[src/rtl/matrix_operand_sequencer.sv]
// Purpose: feeds matrix_mac_unit with A[i][k]/B[k][j] pairs, one clear beat per output element.
// Latency: first mac_clear one cycle after start; DIM+1 cycles per element; done one cycle after last beat.
// Backpressure: none; one beat per cycle, start ignored while busy, abort drops back to idle.
module matrix_operand_sequencer #(
  parameter  int DATA_WIDTH = 8,
  parameter  int DIM        = 4,
  localparam int ADDR_W     = $clog2(DIM*DIM),
  localparam int IDX_W      = $clog2(DIM)
) (
  input  logic                  clock,
  input  logic                  reset,
  input  logic                  load_valid,
  input  logic                  load_sel,
  input  logic [ADDR_W-1:0]     load_addr,
  input  logic [DATA_WIDTH-1:0] load_data,
  input  logic                  start,
  input  logic                  abort,
  output logic                  busy,
  output logic                  done,
  output logic                  mac_clear,
  output logic                  mac_enable,
  output logic [DATA_WIDTH-1:0] mac_a,
  output logic [DATA_WIDTH-1:0] mac_b,
  output logic                  mac_last,
  output logic [IDX_W-1:0]      out_row,
  output logic [IDX_W-1:0]      out_col
);

  typedef enum logic [1:0] {IDLE, CLEAR, STREAM, DONE} state_t;

  localparam logic [IDX_W-1:0] IDX_LAST = IDX_W'(DIM - 1);

  state_t                  state;
  logic [IDX_W-1:0]        row_idx;
  logic [IDX_W-1:0]        col_idx;
  logic [IDX_W-1:0]        k_idx;
  logic [IDX_W-1:0]        row_inc;
  logic [IDX_W-1:0]        col_inc;
  logic [IDX_W-1:0]        k_inc;
  logic                    addr_ok;

  logic [DATA_WIDTH-1:0]   mem_a [DIM*DIM];
  logic [DATA_WIDTH-1:0]   mem_b [DIM*DIM];

  // Row-major flat address of element (r, c).
  function automatic logic [ADDR_W-1:0] idx(input logic [IDX_W-1:0] r, input logic [IDX_W-1:0] c);
    return ADDR_W'(r) * ADDR_W'(DIM) + ADDR_W'(c);
  endfunction

  // The row/column being worked on are the counters themselves, already registered.
  assign out_row = row_idx;
  assign out_col = col_idx;

  // Incremented indices; only used where the current index is below DIM-1.
  always_comb begin
    row_inc = row_idx + IDX_W'(1);
    col_inc = col_idx + IDX_W'(1);
    k_inc   = k_idx + IDX_W'(1);
    addr_ok = (32'(load_addr) < 32'(DIM*DIM));
  end

  // Operand storage: writes only land while idle, so a running sequence sees stable matrices.
  always_ff @(posedge clock) begin
    if (load_valid && (state == IDLE) && addr_ok) begin
      if (load_sel) mem_b[load_addr] <= load_data;
      else          mem_a[load_addr] <= load_data;
    end
  end

  // Sequencer FSM: walks C[i][j] row-major, one clear beat then DIM operand beats per element.
  always_ff @(posedge clock or posedge reset) begin
    if (reset) begin
      state      <= IDLE;
      busy       <= 1'b0;
      done       <= 1'b0;
      mac_clear  <= 1'b0;
      mac_enable <= 1'b0;
      mac_last   <= 1'b0;
      mac_a      <= '0;
      mac_b      <= '0;
      row_idx    <= '0;
      col_idx    <= '0;
      k_idx      <= '0;
    end else begin
      // Strobes and operands are single-beat; each state re-asserts what it needs.
      done       <= 1'b0;
      mac_clear  <= 1'b0;
      mac_enable <= 1'b0;
      mac_last   <= 1'b0;
      mac_a      <= '0;
      mac_b      <= '0;
      case (state)
        IDLE: begin
          if (start) begin
            state     <= CLEAR;
            busy      <= 1'b1;
            mac_clear <= 1'b1;
            row_idx   <= '0;
            col_idx   <= '0;
            k_idx     <= '0;
          end
        end
        CLEAR: begin
          if (abort) begin
            state   <= IDLE;
            busy    <= 1'b0;
            row_idx <= '0;
            col_idx <= '0;
            k_idx   <= '0;
          end else begin
            state      <= STREAM;
            mac_enable <= 1'b1;
            mac_a      <= mem_a[idx(row_idx, '0)];
            mac_b      <= mem_b[idx('0, col_idx)];
            k_idx      <= '0;
          end
        end
        STREAM: begin
          if (abort) begin
            state   <= IDLE;
            busy    <= 1'b0;
            row_idx <= '0;
            col_idx <= '0;
            k_idx   <= '0;
          end else if (k_idx == IDX_LAST) begin
            k_idx <= '0;
            if ((row_idx == IDX_LAST) && (col_idx == IDX_LAST)) begin
              state   <= DONE;
              busy    <= 1'b0;
              done    <= 1'b1;
              row_idx <= '0;
              col_idx <= '0;
            end else begin
              state     <= CLEAR;
              mac_clear <= 1'b1;
              if (col_idx == IDX_LAST) begin
                col_idx <= '0;
                row_idx <= row_inc;
              end else begin
                col_idx <= col_inc;
              end
            end
          end else begin
            k_idx      <= k_inc;
            mac_enable <= 1'b1;
            mac_a      <= mem_a[idx(row_idx, k_inc)];
            mac_b      <= mem_b[idx(k_inc, col_idx)];
            mac_last   <= (k_inc == IDX_LAST);
          end
        end
        DONE: begin
          state <= IDLE;
        end
        default: begin
          state <= IDLE;
          busy  <= 1'b0;
        end
      endcase
    end
  end

endmodule

[config.mk]
export PLATFORM = sky130hd
export DESIGN_NAME = matrix_operand_sequencer
export DESIGN_NICKNAME = d
export VERILOG_FILES = /design/src/rtl/matrix_operand_sequencer.sv
export SDC_FILE = /design/constraint.sdc
export NUM_CORES = 1
export LEC_CHECK = 0
export BUFFER_PORTS_ARGS = -buffer_cell sky130_fd_sc_hd__buf_2
export CAP_MARGIN = 20
export CORE_MARGIN = 1
export CORE_UTILIZATION = 50
export DETAILED_ROUTE_END_ITERATION = 8
export GPL_TIMING_DRIVEN = 1
export PLACE_DENSITY = 0.67
export SLEW_MARGIN = 20
export SYNTH_ARGS = -nofsm -noshare
export SYNTH_HDL_FRONTEND = slang
export SYNTH_SLANG_ARGS = --single-unit
[constraint.sdc]
create_clock -name clock -period 6.7 [get_ports clock]
set_input_delay 0.67 -clock clock [delete_from_list [all_inputs] [get_ports clock]]
set_output_delay 0.67 -clock clock [all_outputs]
set_load 0.005 [all_outputs]
==> metrics.txt, run 1 <==
1st-iter DRT viols around 450; slew of the pin with the lowest slew margin about 0.96 ns; Post-CTS Hold Fix Bufs 0; unique cell type count in the Yosys netlist 40; fmax 363.3 MHz; Comb power frac 0.118; Max rail drop VDD about 0.00018 V; CTS max path bufs 3; I/O pin cnt 43; Routed WL between 20000 and 25000 µm; CTS root buf clkbuf_16; first-pass GRT wire length approximately 36000 µm; Clock Power Share 0.411; max-slew violation count 0; ranking of synthesized cells by area edfxtp_1, mux4_2, dfrtp_1; post-CTS sizing 0; Internal 0.003330 W; P_leak 4.392 nW; critical path startpoint category flip-flop; Final Setup Violations 0; row cnt between 50 and 60; Final ANT Viol Nets 0; Worst Path Max Fanout 28; share of layout cells above drive strength 1 0.2400; GRT Util Overall 0.2053; CTS Buf Count 29; outcome complete, no violations; CTS clk-pin slew, worst paths 0.06 ns; fin nets ~650; Mapped Area around 0.011 mm²; final core occ 0.5838; die height ~150 µm; Synth async-reset ratio 0.1018; largest net degree at the start of global routing 45; clock sinks roughly 290; initial antenna violation count 3; sw frac 0.2296; Net Switching approximately 0.00099 W; post-CTS setup buffer count 0; Post-synth EDFFs 256; crit end category output pin; vias in the first global route ~5700; Synth area leader edfxtp_1; Reg-to-Reg Start state[0]; CTS tree yes; P&R area growth vs syn 13.36%; Seq pwr share 0.470; Critical Path AT ~2.1 ns; FF-to-FF path depth 5; die area about 0.023 mm²; DRT Pass-1 Iters 5; R2R Setup Slk between 4 and 5 ns; total global routing overflow 0; core area around 0.022 mm²; clock skew between 0.01 and 0.015 ns; Synth top area share 0.6757; HPWL Detailed approximately 15000 µm; die width approximately 150 µm; critical path class flip-flop to output pin; post-synthesis sequential area ratio 0.7395; drc violations 0; Req. time, crit path between 6 and 7 ns; Vias/cell ~6; WL per Instance 24.93 µm; Ys Warns 0; Final TNS setup 0 ns; top_reg_cell synth edfxtp_1; Skew-Pair Late Insertion Delay 0.55 ns; min cycle time layout about 2.8 ns; CTS HTree Levels 1; HP Class input port to asynchronous set/reset pin; post-synthesis register bit count around 290; max cap viols 0; pwr dens ~340 mW/mm²; RSZ-0062 raised after global routing no; final hold violation count 0; starting density of the core 0.5150; port buffer count 42; normalized max-slew margin 0.3573; Post-Synthesis Cells slightly below 600; Syn Area/Cell around 20 µm²; RePlAce Congestion between 0.8 and 0.9; Synth Net Count 603; fin crit share 0.4108; detailed-route via count around 5600; RR Endpoint mem_a[13][7]
==> Yosys cell counts, types with 3 or more instances <==
cell type and number:
edfxtp_1 256, mux4_2 54, mux2i_1 48, nor2_1 39, dfrtp_1 29, nand2_1 20
a22oi_1 14, clkbuf_1 10, buf_2 8, ha_1 8, o221ai_1 8, buf_4 7
nand3_1 7, nor2b_1 7, a32oi_1 6, mux4_1 6, nand2b_1 5, o21ai_0 5
o21ai_1 5, inv_1 4, mux2_2 4, buf_6 3
==> per-stage QoR <==
stage / power [W] / worst slack (ns) / instances / hold WS, ns / cell area [µm²]
floorplan: 0.002408 / 4.237 / 577 / 0.4920 / 11380
detailed placement: 0.002580 / 4.265 / 876 / 0.5351 / 11830
CTS: 0.004345 / 3.873 / 930 / 0.2067 / 12890
finish: 0.004323 / 3.947 / 932 / 0.2071 / 12900
global route: 0.004456 / 3.794 / 930 / 0.2465 / 12890
global placement: 0.002567 / 4.326 / 876 / 0.4904 / 11830
==> area by class of cell <==
cell class,instances,area (µm²)
diodes,2,5.005
fillers,1592,9196
clock inverters,18,292.8
clock buffers,36,772.0
well taps,280,350.3
multi-input cells,257,2779
repair buffers,49,262.8
flip-flops and latches,285,8417
inverters,5,18.77
==> power groups by stage <==
stage,Sequential (W),Clock [W],Combinational [W]
floorplan,0.00205,0,0.000354
global placement,0.00207,0,0.000498
detailed placement,0.00207,0,0.000508
CTS,0.00204,0.00180,0.000511
global route,0.00204,0.00186,0.000551
finish,0.00203,0.00178,0.000511
==> state kept, by name, summed over array words and instances (netlist names) <==
signal and count:
mac_last 1, k_idx 2, out_row 2, mem_b 128, state 2, mem_a 128, out_col 2, mac_enable 1
mac_b 8, mac_a 8, busy 1, done 1, mac_clear 1
==> how the worst max path moves through the flow <==
stage	from	end	slack [ns]	cells after the start
after floorplan	k_idx[0]	mac_a[2]	4.24	10
after global placement	out_col[0]	busy	4.33	6
after detailed placement	state[0]	mem_a[13][7]	4.26	5
after CTS	out_col[0]	out_col[0]	3.87	2
after global routing	out_col[0]	out_col[0]	3.79	2
final	out_col[0]	out_col[0]	3.95	2
==> routing by layer <==
metal	vias to the layer above	wire length [µm]	track usage
met3	33	1669	0.04508
met4	2	390	0.04858
met5	-	10	0
met1	2901	10570	0.3075
li1	2462	-	-
met2	216	10600	0.3104
==> worst max-delay path, cell delays in order, from the launching register on <==
cell and delay [ns]:
dfrtp_2 0.81, buf_4 0.52, buf_2 0.20
==> cell families (layout without fill, tap and decap cells) <==
kind of cell / after synthesis / count (layout) / share of synthesized area
AOI/OAI and AO/OA: 50 / 50 / 0.03277
adders and majority gates: 8 / 8 / 0.008798
buffers and inverters: 35 / 108 / 0.01672
muxes: 112 / 112 / 0.1669
and+or+nand+nor: 87 / 87 / 0.03530
DFF: 285 / 285 / 0.7395
other: 0 / 2 / 0
==> layout by cell type (no fill, tap or decap), drive strengths merged, types with 6 or more instances in the layout <==
cell,count
nor2b,7
mux2i,48
a32oi,6
nand2,20
nor2,39
o21ai,10
ha,8
edfxtp,256
clkbuf,36
a22oi,14
dfrtp,29
nand3,7
clkinv,8
mux4,60
buf,49
o221ai,8
bufinv,8
No activity file was read; power rests on OpenSTA's default activity.
==> inputs of run 2 (changes only) <==
==> constraint.sdc (replaced) <==
create_clock -name clock -period 2.54 [get_ports clock]
set_input_delay 0.254 -clock clock [delete_from_list [all_inputs] [get_ports clock]]
set_output_delay 0.254 -clock clock [all_outputs]
set_load 0.005 [all_outputs]
==> run 2 against run 1 <==
Against the previous run: power rose to 2.5 times the previous value; worst setup slack got worse by 3.7 ns; first-iteration DRC count rose by 19%; sequential share of layout area fell by 0.95 points; critical path depth rose by 3; global-route usage rose by 0.56 points; clock power rose by 130%; combinational power rose to 2.7 times the previous value; largest power group unchanged.
==> metrics.txt, run 2 (synthesis results as in run 1) <==
Max rail drop VDD 0.0005990 V (+230%); WL per Instance 24.47 µm (-1.9%); port buffer count 42 (unchanged); I/O pin cnt 43 (unchanged); Final Setup Violations 0 (unchanged); RePlAce Congestion 0.8388 (+2.4%); HP Class input port to flip-flop; Seq. cell area 0.008416 mm² (about the same); Vias/cell 5.994 (-0.49%); Skew-Pair Late Insertion Delay 0.54 ns (about the same); outcome complete, no violations; die width 152.8 µm (unchanged); CTS clk-pin slew, worst paths 0.06 ns (about the same); largest net degree at the start of global routing 33 (-27%); final non-filler cell area 0.01309 mm² (+1.5%); final hold violation count 0 (unchanged); Final ANT Viol Nets 0 (unchanged); row cnt 54 (unchanged); CTS HTree Levels 1 (unchanged); fin crit share 0.9220; M1 GR Usage 0.3219 (+0.01445); slew of the pin with the lowest slew margin 0.7943 ns (-0.1662 ns); Final TNS setup 0 ns (unchanged); min cycle time layout 2.342 ns; Req. time, crit path 2.99 ns (-3.04 ns); initial antenna violation count 0 (-3); CTS root buf clkbuf_16; clock sinks 285 (unchanged); Routed WL 23660 µm (+1.8%); normalized max-slew margin 0.4694 (+0.1121); clock skew 0.01283 ns (+0.002145 ns); busiest layer in global routing met2; core area 0.02209 mm² (unchanged); n_diodes 0 (-2); 1st-iter DRT viols 541 (+19%); CTS tree yes; CTS max path bufs 3 (unchanged); biggest regs mem_a (128), mem_b (128); critical path class flip-flop to flip-flop; Critical Path AT 2.79 ns (+0.71 ns); critical path startpoint category flip-flop; # fillers 1588 (-0.25%); CTS Buf Count 29 (unchanged); first-pass GRT wire length 37040 µm (+3.9%); starting density of the core 0.5150 (unchanged); die area 0.02336 mm² (unchanged); total global routing overflow 0 (unchanged); RSZ-0062 raised after global routing no; DRT Pass-1 Iters 5 (unchanged); die height 152.8 µm (unchanged); fmax around 430 MHz; Worst Path Max Fanout 8 (-71%); detailed-route via count 5796 (+3.2%); commonest non-fill, non-tap cell in the layout edfxtp_1; max-slew violation count 0 (unchanged); GRT Util Overall 0.2109 (+0.005582); drc violations 0 (unchanged); share of layout cells above drive strength 1 0.2751 (+0.03511); GRT met2 Usage 0.3235 (+0.01311); crit end category flip-flop; P_leak 4.548 nW (+3.5%); max cap viols 0 (unchanged); met3 usage in global routing 0.03487 (-0.01021); HPWL Detailed 15380 µm (+5.1%); P&R area growth vs syn 15.01%; final core occ 0.5923 (+0.008495); post-CTS setup buffer count 0 (unchanged); area of the multi-input gates 0.002779 mm² (unchanged); vias in the first global route 6017 (+4.7%); commonest cells after routing, fill and taps aside edfxtp_1, mux4_2, mux2i_1, buf_2, nor2_1; fin nets 690 (+5.7%); pwr dens 832.0 mW/mm² (+150%); placed cell area 0.01212 mm² (+2.5%)
==> run 2: cell count changes in the layout (fill, tap and decap cells not counted), moves of 3 or more <==
cell and change:
bufinv_16 -5, buf_4 +31, clkinv_2 +5, dlygate4sd3_1 +3, buf_12 +3
==> run 2: through the flow <==
step / hold slack (ns) / std cells / worst slack [ns] / total power, W
detailed placement: 0.3842 / 910 / 0.2900 / 0.006853
CTS: 0.2573 / 967 / 0.2426 / 0.01096
floorplan: 0.3321 / 577 / 0.07737 / 0.006351
global route: 0.2618 / 967 / 0.07074 / 0.01129
finish: 0.2616 / 967 / 0.1980 / 0.01089
global placement: 0.3647 / 910 / 0.3412 / 0.006801
==> run 2: what timing repair did <==
item / in CTS / in global routing
hold buffers: 3 / 0
gates resized for setup: 0 / 0
hold endpoints to repair: 31 / 0
==> run 2: worst max-delay path: stages (launching register included) <==
cell	delay, ns
dfrtp_1	0.48
ha_1	0.31
and4bb_1	0.40
nor2b_1	0.67
a32oi_1	0.24
o21ai_1	0.15
==> run 2: final timing paths <==
| check | from | endpoint | slack (ns) | depth (start not counted) |
|---|---|---|---|---|
| worst max-delay path | k_idx[0] | mac_b[4] | 0.20 | 5 |
| worst min-delay path | load_data[0] | mem_b[6][0] | 0.26 | 1 |
| worst min register to register | busy | busy | 0.51 | 1 |
| min in group asynchronous | reset | out_row[0] | 0.36 | 4 |
| max in group asynchronous | reset | out_col[0] | 1.83 | 4 |
| worst max register to register | k_idx[0] | mac_b[4] | 0.20 | 5 |
==> run 2: where the power goes <==
part | internal [W] | total [W] | leakage, nW | switching (W)
combinational | 0.000593 | 0.00140 | 1.39 | 0.000812
clock | 0.00244 | 0.00413 | 0.461 | 0.00169
sequential | 0.00526 | 0.00535 | 2.69 | 0.0000868
==> run 2: routing by layer <==
layer | part of all wire | wire length (µm) | up-vias
li1 | - | - | 2526
met1 | 0.46 | 10910 | 3037
met2 | 0.46 | 10890 | 199
met3 | 0.063 | 1490 | 34
met4 | 0.015 | 363 | 0
met5 | 0 | 0 | -
==> run 2: cell type report <==
type                    count  area share
clock inverters            17     0.01300
flip-flops and latches    285      0.6431
repair buffers             86     0.04475
clock buffers              37     0.05852
multi-input cells         257      0.2124
inverters                   5    0.001434
well taps                 280     0.02677
